<file path="src/rtl/dadda_pkg.sv">
// dadda_pkg -- shared constants and helpers for the pipelined Dadda multiplier.
//   PIPE_STAGES  : register stages between operand acceptance and product output
//   prod_width   : product width derived from operand width
//   dadda_height : Dadda target-height sequence 2,3,4,6,9,13,19,28,...
//   dadda_levels : number of reduction levels needed for a given column height
package dadda_pkg;

  localparam int PIPE_STAGES = 3;

  function automatic int prod_width(input int w);
    return 2 * w;
  endfunction

  // d(0)=2, d(j+1)=floor(1.5*d(j))
  function automatic int dadda_height(input int j);
    int d;
    d = 2;
    for (int k = 0; k < j; k++) begin
      d = (d * 3) / 2;
    end
    return d;
  endfunction

  // Count of sequence entries strictly below the tallest column height;
  // each one is a reduction level.
  function automatic int dadda_levels(input int h);
    int n;
    n = 0;
    while (dadda_height(n) < h) begin
      n = n + 1;
    end
    return n;
  endfunction

endpackage

</file>
<file path="src/rtl/dadda_tree.sv">
// dadda_tree -- combinational partial-product generation and Dadda reduction
// down to two rows of width 2*WIDTH.
//   a, b        : operands
//   signed_mode : 1 = Baugh-Wooley two's-complement partial products
//   row0, row1  : the two remaining rows; row0 + row1 (mod 2^(2*WIDTH)) = a*b
module dadda_tree
  import dadda_pkg::*;
#(
  parameter  int WIDTH = 8,
  localparam int PW    = prod_width(WIDTH)
) (
  input  logic [WIDTH-1:0] a,
  input  logic [WIDTH-1:0] b,
  input  logic             signed_mode,
  output logic [PW-1:0]    row0,
  output logic [PW-1:0]    row1
);

  localparam int MAXH = WIDTH + 1;
  localparam int NLEV = dadda_levels(WIDTH);

  // Flattened partial-product matrix: bit gi*WIDTH+gj = a[gj]&b[gi], weight gi+gj.
  // In signed mode the terms pairing exactly one MSB with a non-MSB are inverted.
  logic [WIDTH*WIDTH-1:0] w_pp;

  genvar gi, gj;
  generate
    for (gi = 0; gi < WIDTH; gi++) begin : g_row
      for (gj = 0; gj < WIDTH; gj++) begin : g_col
        if ((gi == WIDTH-1) != (gj == WIDTH-1)) begin : g_inv
          assign w_pp[gi*WIDTH+gj] = signed_mode ^ (a[gj] & b[gi]);
        end else begin : g_pos
          assign w_pp[gi*WIDTH+gj] = a[gj] & b[gi];
        end
      end
    end
  endgenerate

  // Columns are kept as packed bit stacks: push shifts a bit in at bit 0,
  // pop takes bit 0 and shifts down, so the live bits are always the low hc[c].
  always_comb begin
    logic [MAXH-1:0] cur [PW];
    logic [MAXH-1:0] nxt [PW];
    int              hc  [PW];
    int              hn  [PW];
    int              d;
    int              ex;
    logic            x, y, z;

    d    = 2;
    ex   = 0;
    x    = 1'b0;
    y    = 1'b0;
    z    = 1'b0;
    row0 = '0;
    row1 = '0;
    for (int c = 0; c < PW; c++) begin
      cur[c] = '0;
      nxt[c] = '0;
      hc[c]  = 0;
      hn[c]  = 0;
    end

    for (int i = 0; i < WIDTH; i++) begin
      for (int j = 0; j < WIDTH; j++) begin
        cur[i+j] = {cur[i+j][MAXH-2:0], w_pp[i*WIDTH+j]};
        hc[i+j]  = hc[i+j] + 1;
      end
    end

    // Baugh-Wooley correction constants at weights WIDTH and 2*WIDTH-1
    cur[WIDTH] = {cur[WIDTH][MAXH-2:0], signed_mode};
    hc[WIDTH]  = hc[WIDTH] + 1;
    cur[PW-1]  = {cur[PW-1][MAXH-2:0], signed_mode};
    hc[PW-1]   = hc[PW-1] + 1;

    for (int lv = NLEV - 1; lv >= 0; lv--) begin
      d = dadda_height(lv);
      for (int c = 0; c < PW; c++) begin
        nxt[c] = '0;
        hn[c]  = 0;
      end
      for (int c = 0; c < PW; c++) begin
        // hn[c] already counts carries arriving from column c-1 this level
        ex = hc[c] + hn[c] - d;
        for (int f = 0; f < MAXH; f++) begin
          if (ex >= 2 && hc[c] >= 3) begin
            x      = cur[c][0];
            y      = cur[c][1];
            z      = cur[c][2];
            cur[c] = cur[c] >> 3;
            hc[c]  = hc[c] - 3;
            nxt[c] = {nxt[c][MAXH-2:0], x ^ y ^ z};
            hn[c]  = hn[c] + 1;
            if (c + 1 < PW) begin
              nxt[c+1] = {nxt[c+1][MAXH-2:0], (x & y) | (x & z) | (y & z)};
              hn[c+1]  = hn[c+1] + 1;
            end
            ex = ex - 2;
          end else if (ex >= 1 && hc[c] >= 2) begin
            x      = cur[c][0];
            y      = cur[c][1];
            cur[c] = cur[c] >> 2;
            hc[c]  = hc[c] - 2;
            nxt[c] = {nxt[c][MAXH-2:0], x ^ y};
            hn[c]  = hn[c] + 1;
            if (c + 1 < PW) begin
              nxt[c+1] = {nxt[c+1][MAXH-2:0], x & y};
              hn[c+1]  = hn[c+1] + 1;
            end
            ex = ex - 1;
          end
        end
        // untouched bits pass straight through to the next level
        for (int r = 0; r < MAXH; r++) begin
          if (hc[c] > 0) begin
            nxt[c] = {nxt[c][MAXH-2:0], cur[c][0]};
            cur[c] = cur[c] >> 1;
            hc[c]  = hc[c] - 1;
            hn[c]  = hn[c] + 1;
          end
        end
      end
      for (int c = 0; c < PW; c++) begin
        cur[c] = nxt[c];
        hc[c]  = hn[c];
      end
    end

    for (int c = 0; c < PW; c++) begin
      row0[c] = (hc[c] >= 1) ? cur[c][0] : 1'b0;
      row1[c] = (hc[c] >= 2) ? cur[c][1] : 1'b0;
    end
  end

endmodule

</file>
<file path="src/rtl/dadda_mult_pipe.sv">
// dadda_mult_pipe -- 3-stage pipelined Dadda multiplier with valid/ready flow.
//   S1 registers operands+mode, S2 registers the two Dadda rows, S3 registers
//   the final sum. Each stage advances when empty or when its successor advances.
// Ports:
//   clk, rst_n           : clock, asynchronous active-low reset
//   in_valid/in_ready    : operand handshake; in_a, in_b operands, in_signed mode
//   out_valid/out_ready  : product handshake; out_p = in_a*in_b mod 2^PROD_W
// Configuration macro DADDA_MULT_SIGNED_EN: when defined, in_signed=1 selects
// a two's-complement product; otherwise in_signed is ignored (unsigned only).
module dadda_mult_pipe
  import dadda_pkg::*;
#(
  parameter  int WIDTH  = 8,
  localparam int PROD_W = prod_width(WIDTH)
) (
  input  logic              clk,
  input  logic              rst_n,
  input  logic              in_valid,
  output logic              in_ready,
  input  logic [WIDTH-1:0]  in_a,
  input  logic [WIDTH-1:0]  in_b,
  input  logic              in_signed,
  output logic              out_valid,
  input  logic              out_ready,
  output logic [PROD_W-1:0] out_p
);

  logic              r_v1, r_v2, r_v3;
  logic [WIDTH-1:0]  r_a, r_b;
  logic              r_sgn;
  logic [PROD_W-1:0] r_row0, r_row1;
  logic [PROD_W-1:0] r_p;

  logic              w_adv1, w_adv2, w_adv3;
  logic              w_mode;
  logic [PROD_W-1:0] w_row0, w_row1;

`ifdef DADDA_MULT_SIGNED_EN
  assign w_mode = in_signed;
`else
  logic w_unused_signed;
  assign w_unused_signed = in_signed;
  assign w_mode          = 1'b0;
`endif

  // Bubble-collapsing advance chain, evaluated from the output backwards
  assign w_adv3    = !r_v3 || out_ready;
  assign w_adv2    = !r_v2 || w_adv3;
  assign w_adv1    = !r_v1 || w_adv2;
  assign in_ready  = w_adv1;
  assign out_valid = r_v3;
  assign out_p     = r_p;

  dadda_tree #(.WIDTH(WIDTH)) u_tree (
    .a           (r_a),
    .b           (r_b),
    .signed_mode (r_sgn),
    .row0        (w_row0),
    .row1        (w_row1)
  );

  always_ff @(posedge clk or negedge rst_n) begin
    if (!rst_n) begin
      r_v1  <= 1'b0;
      r_a   <= '0;
      r_b   <= '0;
      r_sgn <= 1'b0;
    end else if (w_adv1) begin
      r_v1 <= in_valid;
      if (in_valid) begin
        r_a   <= in_a;
        r_b   <= in_b;
        r_sgn <= w_mode;
      end
    end
  end

  always_ff @(posedge clk or negedge rst_n) begin
    if (!rst_n) begin
      r_v2   <= 1'b0;
      r_row0 <= '0;
      r_row1 <= '0;
    end else if (w_adv2) begin
      r_v2 <= r_v1;
      if (r_v1) begin
        r_row0 <= w_row0;
        r_row1 <= w_row1;
      end
    end
  end

  // Final carry-propagate add; the carry out of bit PROD_W-1 is dropped
  always_ff @(posedge clk or negedge rst_n) begin
    if (!rst_n) begin
      r_v3 <= 1'b0;
      r_p  <= '0;
    end else if (w_adv3) begin
      r_v3 <= r_v2;
      if (r_v2) begin
        r_p <= r_row0 + r_row1;
      end
    end
  end

endmodule

</file>
<file path="config.mk">
export PLATFORM = sky130hd
export DESIGN_NAME = dadda_mult_pipe
export DESIGN_NICKNAME = d
export VERILOG_FILES = /design/src/rtl/dadda_pkg.sv /design/src/rtl/dadda_tree.sv /design/src/rtl/dadda_mult_pipe.sv
export SDC_FILE = /design/constraint.sdc
export NUM_CORES = 1
export LEC_CHECK = 0
export BUFFER_PORTS_ARGS = -buffer_cell sky130_fd_sc_hd__buf_2
export CELL_PAD_IN_SITES_DETAIL_PLACEMENT = 1
export CELL_PAD_IN_SITES_GLOBAL_PLACEMENT = 1
export CORE_ASPECT_RATIO = 0.7
export CORE_UTILIZATION = 40
export DETAILED_ROUTE_END_ITERATION = 10
export GPL_ROUTABILITY_DRIVEN = 1
export GPL_TIMING_DRIVEN = 0
export PLACE_DENSITY_LB_ADDON = 0.1
export SLEW_MARGIN = 10
export SYNTH_ARGS = -nofsm -noshare
export SYNTH_HDL_FRONTEND = slang
export SYNTH_HIERARCHICAL = 1
export SYNTH_SLANG_ARGS = --single-unit
</file>
<file path="constraint.sdc">
create_clock -name clk -period 4.4 [get_ports clk]
set_input_delay 0.44 -clock clk [delete_from_list [all_inputs] [get_ports clk]]
set_output_delay 0.44 -clock clk [all_outputs]
set_load 0.01 [all_outputs]
</file>
# After elaboration in Yosys (flattened, before gate mapping)
# Index checks and enable logic that the tools add are counted.
[word_totals] reg_bits=64 output_inout_bits=18 in_bits=21 wordCells=341
[classes] n_addsub=1 reduce_logical=9 n_bitwise=323
[ops] cell="AND 1 bit" n=176
[ops] cell="XOR 1 bit" n=77
[ops] cell="bitwise OR 1 bit" n=70
[ops] cell="adder 15 x 15 -> 16 bit" n=1
[ops] cell="AND reduction 2 bit" n=3
[ops] cell="zero test 1 bit" n=3
[ops] cell="logical OR 1 bit" n=3

# Longest topological paths before layout
[logic_depth] depth_word=13 mapped_depth=10 depth_no_buf=9

# Cells and area by module
# Netlist, hierarchy kept.
[modules_own_cells] module="dadda_mult_pipe" instances=1 cells_each=275 area_each_um2=3275.6
[modules_own_cells] module="dadda_tree" instances=1 cells_each=157 area_each_um2=1411.4

# Least setup slack after synthesis
# No wires, ideal clock.
[synth_path] kind="register -> register" startpoint="reg r_b[7]" endpoint="reg r_row0[9]" t_arrival_ns=2.990 path_slack_ns=1.285 period_less_slack_ns=3.115 path_stages_with_launch=11 cell_sequence="dfrtp_1 buf_2 nand2_1 xnor2_1 fa_1 inv_1 fa_1 fa_1 inv_1 fa_1 mux2_2"
[synth_between] elab_chain_cells=10
[synth_lines] item="start: declaration" line_no="dadda_mult_pipe.sv:29" text="logic [WIDTH-1:0] r_a, r_b;"
[synth_lines] item="start signal: assignment" line_no="dadda_mult_pipe.sv:72" text="r_b <= in_b;"
[synth_lines] item="AND 1 bit" line_no="dadda_tree.sv:31" text="assign w_pp[gi*WIDTH+gj] = signed_mode ^ (a[gj] & b[gi]);"
[synth_lines] item="AND 1 bit or XOR 1 bit (tied branches)" line_no="dadda_tree.sv:96, dadda_tree.sv:93"
[synth_lines] item="bitwise OR 1 bit or XOR 1 bit (tied branches)" line_no="dadda_tree.sv:96, dadda_tree.sv:93"
[synth_lines] item="bitwise OR 1 bit or AND 1 bit (tied branches)"
[synth_lines] item="AND 1 bit or bitwise OR 1 bit (tied branches)" line_no="dadda_tree.sv:96" text="nxt[c+1] = {nxt[c+1][MAXH-2:0], (x & y) | (x & z) | (y & z)};"
[synth_lines] item="bitwise OR 1 bit" line_no="dadda_tree.sv:96"
[synth_lines] item="bitwise OR 1 bit or AND 1 bit (tied branches)" line_no="dadda_tree.sv:96"
[synth_lines] item="XOR 1 bit or bitwise OR 1 bit (tied branches)" line_no="dadda_tree.sv:93, dadda_tree.sv:96"
[synth_lines] item="XOR 1 bit or bitwise OR 1 bit (tied branches)"
[synth_lines] item="XOR 1 bit (*)" line_no="dadda_tree.sv:93" text="nxt[c] = {nxt[c][MAXH-2:0], x ^ y ^ z};"
[synth_lines] item="named net w_row0[9]" line_no="dadda_mult_pipe.sv:36" text="logic [PROD_W-1:0] w_row0, w_row1;"
[synth_lines] item="end signal: assignment" line_no="dadda_mult_pipe.sv:86" text="r_row0 <= w_row0;"
[synth_lines] item="end: declaration" line_no="dadda_mult_pipe.sv:31" text="logic [PROD_W-1:0] r_row0, r_row1;"
# The timed path passes the listed nets; every way through them passes the cells marked *.
# A chain may end at the register's enable or synchronous reset.

# Worst setup path after layout
[layout_path] startpoint="reg r_a[2]" endpoint="reg r_row0[9]"
[layout_between] elab_chain_cells=10
[layout_lines] item="start: declaration" line_no="dadda_mult_pipe.sv:29"
[layout_lines] item="start signal: assignment" line_no="dadda_mult_pipe.sv:71" text="r_a <= in_a;"
[layout_lines] item="AND 1 bit" line_no="dadda_tree.sv:33" text="assign w_pp[gi*WIDTH+gj] = a[gj] & b[gi];"
[layout_lines] item="AND 1 bit" line_no="dadda_tree.sv:96"
[layout_lines] item="bitwise OR 1 bit (2 in a row)" line_no="dadda_tree.sv:96"
[layout_lines] item="AND 1 bit" line_no="dadda_tree.sv:96"
[layout_lines] item="bitwise OR 1 bit (2 in a row)" line_no="dadda_tree.sv:96"
[layout_lines] item="XOR 1 bit" line_no="dadda_tree.sv:93"
[layout_lines] item="XOR 1 bit"
[layout_lines] item="XOR 1 bit (*)" line_no="dadda_tree.sv:93"
[layout_lines] item="named net w_row0[9]" line_no="dadda_mult_pipe.sv:36"
# Marked as above.

==> qor.yml <==
detailed_routing:
  wl_um: 10900
  antenna_left: 0
  vias_per_cell: 5.17
  vias: 3312
  drt-initial-drc-count: 130
  drcViolationCount: 0
  wire_per_inst_um: 17.1
  first_pass_iters: 4
clocking:
  cts.clk_slew.worst_paths_ns: 0.06
  cts_resized: 0
  cts.path.max_buffers: 2
  cts_tree: "done"
  cts-buffers-inserted: 9
  cts_sinks: 67
  postCtsSetupBuffers: 0
  hold_buffers: 0
  clk_latency_ns: 0.33
  root_buffer: "clkbuf_16"
  htreeDepth: 3
global_routing:
  grt_pass1_wl_um: 18700
  grt_pass1_vias: 3637
  gr-usage-met2_pct: 33.0
  busiest_layer: "met2"
  antenna_found_initial: 0
  grtUsageMet1_pct: 26.6
  grt_max_degree: 44
  overflow: 0
  grtUsageTotal_pct: 19.9
  gr-usage-met3_pct: 4.05
synth:
  avgSynthCellArea_um2: 10.8
  ys.flop_type: "dfrtp_1"
  synth-seq-cells: 67
  netlist.area_leader.share_pct: 35.8
  synth_edf_count: 0
  yosysTopAreaCell: "dfrtp_1"
  ys_warn_count: 6
  synth_area_leaders: "dfrtp_1 (36%), fa_1 (15%), mux2_2 (12%)"
  syn_inst: 432
  synth_seq_area_share_pct: 35.8
  mappedNetlistArea_um2: 4690
  synthArstFlopShare_pct: 100
  synth.distinct_cells: 53
setup_path:
  cp_cell_sequence: "nand2_1, xnor2_1, fa_1, inv_1, fa_1, fa_1, inv_1, fa_1, mux2_2"
  crit_top_cell: "fa_1"
  cp_slowest_cell: "fa_1"
  critPathArrivalTime_ns: 3.50
  critPathTopFamily: "adder cells"
  crit_path_max_incr_delay_ns: 0.55
  cp-startpoint: "r_a[2]"
  cp.required_ns: 4.61
  critPathBufInv: 2
  rr_startpoint: "r_a[2]"
  endpoint_kind: "flop"
  startpoint_type: "flop"
  critPathKind: "reg -> reg"
  worstPathMaxFanout: 10
power_and_ir_drop:
  p_leak_nw: 2.53
  power_density_nw_per_um2: 655
  peakVddDrop_uv: 266
  power_w: 0.00354
timing:
  slew_viol_final: 0
  setup-violations-final: 0
  min_period_ns: 3.29
  whs_ns: 0.0187
  skew_ns: 0.00385
  fmax_ghz: 0.304
  grt_setup_unrepaired: "false"
  slew_headroom_pct: 62.6
  fin_setup_tns_ns: 0
  fin_crit_sh_pct: 74.8
  worstMarginPinSlew_ns: 0.561
  hold_viol: 0
die:
  core_um2: 11200
  initial_core_util_pct: 41.8
  rows: 32
  die_area_um2: 12200
  die_h_um: 92.6
  die_w_um: 131
  ios: 39
place:
  port_buffers: 37
  hpwlAfterDp_um: 8520
  globalplace.congestion: 0.817
finish:
  fill_cells: 1259
  syn_to_final_growth_pct: 15.2
  fin_util_pct: 48.1
  antenna_cells: 0
  drive_above_1_share_pct: 23.8
  final_nets: 561
outcome:
  status: "completed"
job:
  maxCapViolCount: 0
hold_path:
  hold_class: "in -> async"
==> layout by cell type (no fill, tap or decap), types with 2 or more instances in the layout <==
cell / n
o31a_1: 2
nand2_1: 62
xor2_1: 6
mux2i_1: 3
and2_1: 35
o211ai_1: 4
o21ai_0: 10
o2111ai_1: 2
nor2_1: 5
o21a_1: 2
buf_2: 41
a21o_1: 5
clkbuf_16: 9
nand4_1: 2
clkbuf_1: 8
clkinvlp_4: 2
xnor2_1: 15
nand3_1: 9
conb_1: 4
and3_1: 3
dfrtp_1: 67
or4_1: 3
fa_1: 36
inv_1: 36
buf_4: 4
nand2b_1: 3
a21oi_1: 10
or3_1: 2
mux2_2: 48
ha_1: 21
==> routing by layer <==
metal,vias to the layer above,routed length [um],share of wire (%)
li1,1545,-,-
met1,1718,5340,49
met2,39,5240,48
met3,10,256,2.3
met4,0,108,0.99
met5,-,0,0
==> synthesized netlist by cell type (all sizes together), types with 4 or more instances <==
master   n
a21oi   10
xor2     6
a21o     5
o211ai   4
nand3    9
and2    35
nor2     5
o21ai   11
and3     4
mux2    48
dfrtp   67
nand2   62
inv     36
ha      21
xnor2   15
buf     11
fa      36
clkbuf   6
==> flip-flops by register name (all words and copies together) (netlist names) <==
signal / cells
out_valid: 1
r_row1: 16
r_a: 8
r_row0: 16
out_p: 16
r_v1: 1
r_b: 8
r_v2: 1
==> metrics by stage <==
stage / instances / worst slack (ns) / cell area (um2)
floorplan: 434 / 1.29 / 4690
detailed placement: 625 / 1.12 / 5100
finish: 641 / 1.11 / 5400
CTS: 641 / 1.10 / 5400
global placement: 624 / 1.13 / 5070
global route: 641 / 0.958 / 5400
==> kinds of logic after synthesis <==
family                   Yosys count  synth area share [%]
adder cells (fa/ha/maj)           57                  21.0
buffers and inverters             53                  5.13
XOR/XNOR                          21                  3.92
multiplexers                      51                  12.2
other                              2                 0.160
AO/OA/AOI/OAI                     49                  7.69
AND/OR/NAND/NOR                  132                  14.2
flip-flops                        67                  35.8
==> final timing paths <==
| path | end | slack (ns) | cells after the start |
|---|---|---|---|
| max | r_row0[9] | 1.11 | 9 |
| min | out_p[1] | 0.02 | 1 |
| max reg2reg | r_row0[9] | 1.11 | 9 |
| min reg2reg | out_p[5] | 0.47 | 2 |
| max in group asynchronous | r_row0[9] | 3.84 | 2 |
| min in group clk | r_v1 | 0.32 | 2 |
==> final cells by class <==
type	instances	area, um2	area share, %
Timing Repair Buffer	38	215	3.99
Sequential cell	67	1680	31.1
Buffer	17	105	1.95
Tap cell	153	191	3.55
Clock inverter	4	50.0	0.927
Clock buffer	12	246	4.57
Multi-Input combinational cell	314	2780	51.5
Inverter	36	135	2.50
==> worst register-to-register path, cell delays in order, from the launching register on <==
cell and delay (ns):
dfrtp_1 0.51, nand2_1 0.16, xnor2_1 0.10, fa_1 0.54
inv_1 0.05, fa_1 0.52, fa_1 0.55, inv_1 0.05
fa_1 0.44, mux2_2 0.26
==> power by group <==
group | leakage [nW] | switching [W] | total (W) | internal (W)
clock | 0.139 | 0.000271 | 0.000725 | 0.000454
combinational | 1.59 | 0.000998 | 0.00181 | 0.000812
sequential | 0.808 | 0.000166 | 0.00100 | 0.000836
No activity file was read; power rests on OpenSTA's default activity.
